--- src/rtl/kband_out_streamer_if.sv ---
// Streaming bus bundle for kband_out_streamer: FIFO read side plus the
// valid/ready packet side toward the host interface.
// master = the streamer, slave = the FIFO / sink environment.
interface kband_out_streamer_if #(
    parameter int DATA_W = 128
);
    logic [DATA_W-1:0] fifo_q;
    logic              fifo_rdempty;
    logic              fifo_rdreq;
    logic [DATA_W-1:0] st_data;
    logic              st_valid;
    logic              st_ready;
    logic              st_sop;
    logic              st_eop;

    modport master (
        input  fifo_q, fifo_rdempty, st_ready,
        output fifo_rdreq, st_data, st_valid, st_sop, st_eop
    );

    modport slave (
        output fifo_q, fifo_rdempty, st_ready,
        input  fifo_rdreq, st_data, st_valid, st_sop, st_eop
    );
endinterface

--- src/rtl/kband_out_streamer.sv ---
// kband_out_streamer: drains the K-band output FIFO (normal read mode,
// 1-cycle read latency) into one SOP/EOP-framed valid/ready packet per
// alignment. Reads are throttled against a 3-entry skid buffer so the
// read request never depends combinationally on st_ready.
// Optional feature macro: KBAND_OUT_CHECKSUM_EN appends an XOR checksum beat.
module kband_out_streamer #(
    parameter int DATA_W = 128,
    parameter int LEN_W  = 16
) (
    input  logic             clk,
    input  logic             reset_n,
    input  logic             start,
    input  logic [LEN_W-1:0] cfg_beats,
    output logic             busy,
    output logic             done,
    kband_out_streamer_if.master bus
);

`ifdef KBAND_OUT_CHECKSUM_EN
    typedef enum logic [1:0] {IDLE, STREAM, CSUM} state_t;
`else
    typedef enum logic [1:0] {IDLE, STREAM} state_t;
`endif

    localparam logic [LEN_W-1:0] ONE = {{(LEN_W-1){1'b0}}, 1'b1};

    state_t                      state;
    logic [LEN_W-1:0]            issued;
    logic [LEN_W-1:0]            sent;
    logic [LEN_W-1:0]            len;
    logic [1:0]                  occ;
    logic                        inflight;
    logic [2:0][DATA_W-1:0]      skid;
    logic [2:0][DATA_W-1:0]      skid_nxt;
    logic [2:0]                  fill;
    logic [1:0]                  wr_idx;
    logic                        rdreq;
    logic                        pay_valid;
    logic                        pay_hs;
    logic                        last;
`ifdef KBAND_OUT_CHECKSUM_EN
    logic [DATA_W-1:0]           csum;
`endif

    // Beats held plus the one possibly returning from the FIFO bound the next read.
    assign fill      = {1'b0, occ} + {2'b00, inflight};
    assign rdreq     = (state == STREAM) && !bus.fifo_rdempty && (issued < len) && (fill < 3'd3);
    assign pay_valid = (state == STREAM) && (occ != 2'd0);
    assign pay_hs    = pay_valid && bus.st_ready;
    assign last      = (sent == len - ONE);
    assign wr_idx    = occ - {1'b0, pay_hs};

    assign bus.fifo_rdreq = rdreq;
    assign bus.st_sop     = pay_valid && (sent == '0);
`ifdef KBAND_OUT_CHECKSUM_EN
    assign bus.st_valid   = pay_valid || (state == CSUM);
    assign bus.st_eop     = (state == CSUM);
    assign bus.st_data    = (state == CSUM) ? csum : skid[0];
`else
    assign bus.st_valid   = pay_valid;
    assign bus.st_eop     = pay_valid && last;
    assign bus.st_data    = skid[0];
`endif

    // Skid buffer next value: shift toward the head on pop, land returning data behind the survivors.
    always_comb begin
        skid_nxt = skid;
        if (pay_hs) begin
            skid_nxt[0] = skid[1];
            skid_nxt[1] = skid[2];
        end
        if (inflight) begin
            skid_nxt[wr_idx] = bus.fifo_q;
        end
    end

    // Control FSM, counters and skid buffer storage.
    always_ff @(posedge clk or negedge reset_n) begin
        if (!reset_n) begin
            state    <= IDLE;
            busy     <= 1'b0;
            done     <= 1'b0;
            issued   <= '0;
            sent     <= '0;
            len      <= '0;
            occ      <= 2'd0;
            inflight <= 1'b0;
            skid     <= '0;
`ifdef KBAND_OUT_CHECKSUM_EN
            csum     <= '0;
`endif
        end else begin
            done     <= 1'b0;
            inflight <= rdreq;
            occ      <= occ + {1'b0, inflight} - {1'b0, pay_hs};
            skid     <= skid_nxt;
            if (rdreq)  issued <= issued + ONE;
            if (pay_hs) sent   <= sent + ONE;
`ifdef KBAND_OUT_CHECKSUM_EN
            if (pay_hs) csum   <= csum ^ skid[0];
`endif
            case (state)
                IDLE: begin
                    // Zero-length requests never open a packet.
                    if (start && (cfg_beats != '0)) begin
                        state  <= STREAM;
                        busy   <= 1'b1;
                        len    <= cfg_beats;
                        issued <= '0;
                        sent   <= '0;
`ifdef KBAND_OUT_CHECKSUM_EN
                        csum   <= '0;
`endif
                    end
                end
                STREAM: begin
                    if (pay_hs && last) begin
`ifdef KBAND_OUT_CHECKSUM_EN
                        state <= CSUM;
`else
                        state <= IDLE;
                        busy  <= 1'b0;
                        done  <= 1'b1;
`endif
                    end
                end
`ifdef KBAND_OUT_CHECKSUM_EN
                CSUM: begin
                    if (bus.st_ready) begin
                        state <= IDLE;
                        busy  <= 1'b0;
                        done  <= 1'b1;
                    end
                end
`endif
                default: state <= IDLE;
            endcase
        end
    end

endmodule

--- src/flat_wrapper.sv ---
// flat-port wrapper written by rule: the top's interface ports become plain ports
module kband_out_streamer_flat 
#(
    parameter int DATA_W = 128,
    parameter int LEN_W  = 16
)
  (clk, reset_n, start, cfg_beats, busy, done, bus_fifo_q, bus_fifo_rdempty, bus_st_ready, bus_fifo_rdreq, bus_st_data, bus_st_valid, bus_st_sop, bus_st_eop);
  kband_out_streamer_if #(.DATA_W(DATA_W)) bus_i ();
  input  logic clk;
  input  logic reset_n;
  input  logic start;
  input  logic [LEN_W-1:0] cfg_beats;
  output logic busy;
  output logic done;
  input wire logic [$bits(bus_i.fifo_q)-1:0] bus_fifo_q;
  input wire logic [$bits(bus_i.fifo_rdempty)-1:0] bus_fifo_rdempty;
  input wire logic [$bits(bus_i.st_ready)-1:0] bus_st_ready;
  output wire logic [$bits(bus_i.fifo_rdreq)-1:0] bus_fifo_rdreq;
  output wire logic [$bits(bus_i.st_data)-1:0] bus_st_data;
  output wire logic [$bits(bus_i.st_valid)-1:0] bus_st_valid;
  output wire logic [$bits(bus_i.st_sop)-1:0] bus_st_sop;
  output wire logic [$bits(bus_i.st_eop)-1:0] bus_st_eop;
  assign bus_i.fifo_q = bus_fifo_q;
  assign bus_i.fifo_rdempty = bus_fifo_rdempty;
  assign bus_i.st_ready = bus_st_ready;
  assign bus_fifo_rdreq = bus_i.fifo_rdreq;
  assign bus_st_data = bus_i.st_data;
  assign bus_st_valid = bus_i.st_valid;
  assign bus_st_sop = bus_i.st_sop;
  assign bus_st_eop = bus_i.st_eop;
  kband_out_streamer #(.DATA_W(DATA_W), .LEN_W(LEN_W)) u_core (.clk(clk), .reset_n(reset_n), .start(start), .cfg_beats(cfg_beats), .busy(busy), .done(done), .bus(bus_i));
endmodule
--- config.mk ---
export PLATFORM = sky130hd
export DESIGN_NAME = kband_out_streamer_flat
export DESIGN_NICKNAME = d
export VERILOG_FILES = /design/src/rtl/kband_out_streamer_if.sv /design/src/rtl/kband_out_streamer.sv /design/src/flat_wrapper.sv
export SDC_FILE = /design/constraint.sdc
export NUM_CORES = 1
export LEC_CHECK = 0
export CAP_MARGIN = 20
export CORE_UTILIZATION = 50
export DETAILED_ROUTE_END_ITERATION = 8
export GPL_ROUTABILITY_DRIVEN = 0
export PLACE_DENSITY = 0.85
export SYNTH_ARGS = -nofsm -noshare
export SYNTH_HDL_FRONTEND = slang
export SYNTH_SLANG_ARGS = --single-unit
--- constraint.sdc ---
create_clock -name clk -period 3.5 [get_ports clk]
set_clock_uncertainty 0.1 [all_clocks]
set_input_delay 1.05 -clock clk [delete_from_list [all_inputs] [get_ports clk]]
set_output_delay 1.05 -clock clk [all_outputs]
set_load 0.005 [all_outputs]
=== Word-level counts from Yosys, hierarchy flattened ===
Cells that the tools add are included.

* Register bits: 439
* Logic and storage cells: 64

* Add/sub/neg operators: 7
* Magnitude comparators: 4
* Equal/unequal tests: 4
* Muxes and demuxes: 19
* Reduce and logical (&&, ||, !) cells: 19

{| class="wikitable"
|+ Operators by type and width
! operator !! number
|-
| $mux 256 || 2
|-
| $bwmux 384 || 1
|-
| $demux 128 s2 || 1
|-
| $mux 128 || 1
|-
| $mux 16 || 6
|-
| $add 16x1->16 const B || 2
|-
| $eq 16x16->1 || 1
|-
| $logic_not 16->1 || 1
|-
| $lt 16x16->1 || 1
|-
| $reduce_bool 16->1 || 1
|-
| $sub 16x1->16 const B || 1
|-
| $logic_and 1x1->1 || 10
|-
| $mux 1 || 4
|-
| $mux 2 || 2
|-
| $pmux 2 s2 || 1
|-
| $reduce_and 2->1 || 2
|-
| $reduce_bool 2->1 || 2
|-
| $sub 2x1->2 || 2
|-
| $add 2x1->3 || 1
|-
| $lt 2x3->1 const B || 1
|-
| $lt 3x2->1 const B || 1
|-
| $reduce_and 3->1 || 1
|-
| $add 2x1->2 || 1
|-
| $eq 2x1->1 const B || 1
|-
| 6 further kinds || 6
|}

=== Logic depth before layout (Yosys ltp) ===
* Depth in word-level cells: 10
* Mapped depth: 15
* Depth with buffers taken out: 9

=== Worst setup path after synthesis ===
Ideal clock, no wire load.

* Path kind: input port to flip-flop
* From: input bus_st_ready
* To: register u_core.skid (netlist bit u_core.bus.st_data[100])
* Setup time: 0.077 ns
* Arrival time: 3.442 ns
* Slack: -0.119 ns
* Stages on the path: 13
* Cell sequence: nand2_1 > inv_2 > buf_2 > buf_2 > ha_1 > nand2_1 > nor2_1 > clkbuf_1 > buf_2 > buf_1 > clkbuf_1 > nand2_1 > o21ai_1

{| class="wikitable"
|+ RTL lines
! what !! line !! RTL
|-
| start, declared || flat_wrapper.sv:17 || <nowiki>input wire logic [$bits(bus_i.st_ready)-1:0] bus_st_ready;</nowiki>
|-
| end signal, assigned || kband_out_streamer.sv:96 || <nowiki>skid <= skid_nxt;</nowiki>
|-
| end, declared || kband_out_streamer.sv:33 || <nowiki>logic [2:0][DATA_W-1:0] skid;</nowiki>
|}

=== Worst setup path after layout ===
* From: register u_core.len[2]
* To: output bus_st_eop

* Word-level cells in the longest chain between the ends: 3

{| class="wikitable"
|+ Ends and longest elaborated chain
! what !! line !! RTL
|-
| start, declared || kband_out_streamer.sv:30 || <nowiki>logic [LEN_W-1:0] len;</nowiki>
|-
| start signal, assigned || kband_out_streamer.sv:108 || <nowiki>len <= cfg_beats;</nowiki>
|-
| $sub 16x1->16 || kband_out_streamer.sv:50 || <nowiki>assign last = (sent == len - ONE);</nowiki>
|-
| $eq 16x16->1 || kband_out_streamer.sv:50 ||
|-
| $logic_and 1x1->1 || kband_out_streamer.sv:61 || <nowiki>assign bus.st_eop = pay_valid && last;</nowiki>
|-
| end, declared || flat_wrapper.sv:22 || <nowiki>output wire logic [$bits(bus_i.st_eop)-1:0] bus_st_eop;</nowiki>
|}

Every way passes these cells.

==> metrics <==
final number of setup-violating endpoints=2; CTS Root Buffer Type=sky130_fd_sc_hd__clkbuf_16; number of distinct library cells after synthesis=47; Num CTS Buffers=45; netlist area before placement=a little over 20000 um^2; clock network fraction of design power=0.218; category of the worst setup path capture point=output pin; average cell area after synthesis=between 10 and 15 um^2; run status=finished, violations left; clock latency at the later pin of the worst-skew pair=~570 ps; Slowest-stage cell, CP=sky130_fd_sc_hd__or4_4; number of iterations in the first detailed-routing pass=6; die boundary width=204.9 um; vertical die dimension=roughly 200 um; number of placed I/O pins=283; switch share=0.3332; DPL Wire Length=about 31000 um; global-route wire length before repair=77550 um; wire length after detailed routing=48310 um; clock-pin slew on the worst setup and hold paths=60 ps; post-synthesis sequential area ratio=0.5315; critical-path cell list=nor4_2 -> buf_4 -> nand2_2 -> xnor2_1 -> or4_4 -> a2111oi_4 -> and3_1 -> buf_2; maximum capacitance violations=0; Final nets=about 2200; Worst IR Drop VDD=just under 700 uV; post-route insts no fill=approximately 2600; net switching power figure=approximately 7400 uW; setup repair after global routing missed its margin=true; EDFF count, synth=0; violated checks=setup timing; initial standard-cell utilization of the core=0.5120; combined global-route utilization of all metal layers=0.2320; worst relative slew slack=0.2185; CP startpoint kind=register; Wirelength per Cell=roughly 18 um; cells after synthesis=between 1500 and 2000; count of unresolved DRC violations after routing=0; area of the core=approximately 40000 um^2; final-report max-slew violation count=0; post-synthesis register bit count=437; Flop pwr share=0.396; power density normalized to cell area=882.2 nW/um^2; Cell Count Post-Placement=~2500; Die Area=41970 um^2; final hold vios=0; routed vias=roughly 14000; internal power=~15000 uW; final antenna diode count=0; CTS tree=yes; number of levels in the clock H-tree=2; LEAKAGE=around 0.011 uW; clock sinks=437; hold buffers post-CTS=0; buffer depth of the longest clock path=3; fraction of layout cells with a size suffix above 1=0.09581; Worst path max stage delay=540 ps; filler instances=3000; leading cell type in the layout, fill and taps excluded=sky130_fd_sc_hd__dfrtp_1; final antenna-violating net count=0; vias per inst=5.488; required arrival time at the worst endpoint=roughly 2400 ps; power share of the combinational group=0.386; row count=between 70 and 80; post-layout worst setup margin=-390.5 ps; HP Class=in -> async; Synth Warn #=0; Congestion Overflow GR=0; layout overhead on the synthesized area=23.12%; Detailed Route Iter0 Violations=approximately 890; arrival time at the worst endpoint=~2700 ps; number of input and output port buffers inserted=282; via count of the first global-routing pass=14990; largest net degree at the start of global routing=about 140; Post-Place Setup Slack=-528.8 ps; top_reg_cell synth=sky130_fd_sc_hd__dfrtp_1; maximum clock frequency=approximately 260 MHz; proportion of register bits with asynchronous set or reset after synthesis=1.000; net count after synthesis=2053; maximum net fanout on the critical path=2; fin crit share=1.112; Setup TNS=-481.8 ps; leading cell types in the layout, fill and taps excluded=sky130_fd_sc_hd__dfrtp_1, sky130_fd_sc_hd__nand2_1, sky130_fd_sc_hd__o21ai_1, sky130_fd_sc_hd__clkdlybuf4s50_1, sky130_fd_sc_hd__mux2i_1; Final min period=slightly below 4000 ps; antenna violations before repair=0; transition at the pin with the smallest max-transition slack=approximately 1200 ps; type of the setup path with the least slack=reg -> out
-- worst max-delay path: cells and delay by family, from the launching register on --
kind	cells	cell delay, ps
AO/OA/AOI/OAI	1	250
flip-flops	1	390
AND/OR/NAND/NOR	4	1130
buffers and inverters	2	280
XOR/XNOR	1	110
-- logic make-up (layout without fill, tap and decap cells) --
| logic type | count (synthesis) | count (layout) | synth area share |
|---|---|---|---|
| adder cells (fa/ha/maj) | 23 | 23 | 0.01399 |
| buffers and inverters | 265 | 482 | 0.07315 |
| XOR/XNOR | 35 | 35 | 0.01490 |
| multiplexers | 385 | 385 | 0.1951 |
| AO/OA/AOI/OAI | 335 | 335 | 0.08714 |
| flip-flops | 437 | 437 | 0.5315 |
| AND/OR/NAND/NOR | 401 | 401 | 0.08428 |
-- layout make-up --
type / count / area [um^2] / share of cell area
flip-flops and latches: 437 / 10940 / 0.4317
multi-input cells: 1179 / 8324 / 0.3286
repair buffers: 381 / 3822 / 0.1509
clock buffers: 63 / 1296 / 0.05117
well taps: 525 / 656.9 / 0.02593
clock inverters: 12 / 191.4 / 0.007557
inverters: 26 / 105.1 / 0.004149
-- path summary, 6_finish.rpt --
check	from	end	slack (ps)	cells past startpoint
worst min register to register	u_core.skid[354]	u_core.skid[354]	390	1
worst min-delay path	reset_n	u_core.issued[7]	360	1
worst max-delay path	u_core.len[2]	bus_st_eop	-390	8
min in group clk	u_core.skid[354]	u_core.skid[354]	390	1
worst max register to register	u_core.len[11]	u_core.issued[13]	440	11
max in group asynchronous	reset_n	u_core.skid[220]	2040	3
-- cells in the mapped netlist, types with 17 or more instances --
| library cell | count | share of area |
|---|---|---|
| sky130_fd_sc_hd__dfrtp_1 | 437 | 0.53 |
| sky130_fd_sc_hd__nand2_1 | 293 | 0.053 |
| sky130_fd_sc_hd__o21ai_1 | 278 | 0.068 |
| sky130_fd_sc_hd__mux2i_1 | 257 | 0.13 |
| sky130_fd_sc_hd__buf_4 | 128 | 0.047 |
| sky130_fd_sc_hd__mux2_1 | 128 | 0.070 |
| sky130_fd_sc_hd__clkbuf_1 | 64 | 0.012 |
| sky130_fd_sc_hd__buf_2 | 24 | 0.0058 |
| sky130_fd_sc_hd__inv_1 | 24 | 0.0044 |
| sky130_fd_sc_hd__buf_1 | 23 | 0.0042 |
| sky130_fd_sc_hd__ha_1 | 23 | 0.014 |
| sky130_fd_sc_hd__xor2_1 | 21 | 0.0089 |
| sky130_fd_sc_hd__nor2_1 | 19 | 0.0035 |
| sky130_fd_sc_hd__nand3_1 | 18 | 0.0044 |
| sky130_fd_sc_hd__a21oi_1 | 17 | 0.0041 |
-- power groups by stage --
| stage | Sequential [uW] | Clock [uW] | Combinational (uW) |
|---|---|---|---|
| finish | 8840 | 4870 | 8640 |
| global route | 9090 | 5190 | 9460 |
| CTS | 8840 | 5000 | 8690 |
| detailed placement | 8880 | 0 | 8570 |
| global placement | 8730 | 0 | 8170 |
| floorplan | 8450 | 0 | 6040 |
-- flip-flops by register name (all words and copies together), names as in the netlist --
signal and cells:
u_core.bus.st_data 128, u_core.busy 1, u_core.done 1, u_core.inflight 1, u_core.issued 16, u_core.len 16
u_core.occ 2, u_core.sent 16, u_core.skid 256
-- metal layers --
metal,wire length (um),vias to the layer above,track usage
li1,-,6764,-
met4,1406,0,0.09048
met1,19300,7103,0.2825
met3,3584,97,0.06618
met2,24020,430,0.3883
met5,0,-,0
-- through the flow --
stage | area (um^2) | util | total power (uW) | hold slack (ps)
finish | 25330 | 0.6304 | 22350 | 361.6
global route | 25330 | 0.6304 | 23740 | 379.7
CTS | 25240 | 0.6281 | 22530 | 356.1
detailed placement | 23620 | 0.5878 | 17450 | 380.8
global placement | 23620 | 0.5878 | 16910 | 372.8
floorplan | 20590 | - | 14480 | 364.0
-- what timing repair did --
| action | in CTS | in global routing |
|---|---|---|
| pin swaps | 18 | 6 |
| endpoints found under the hold margin | 0 | 0 |
| gates resized for setup | 26 | 11 |
| buffers inserted | 8 | 4 |
| endpoints found under the setup margin | 3 | 2 |
Note: power is estimated with default switching activity, not from simulation.
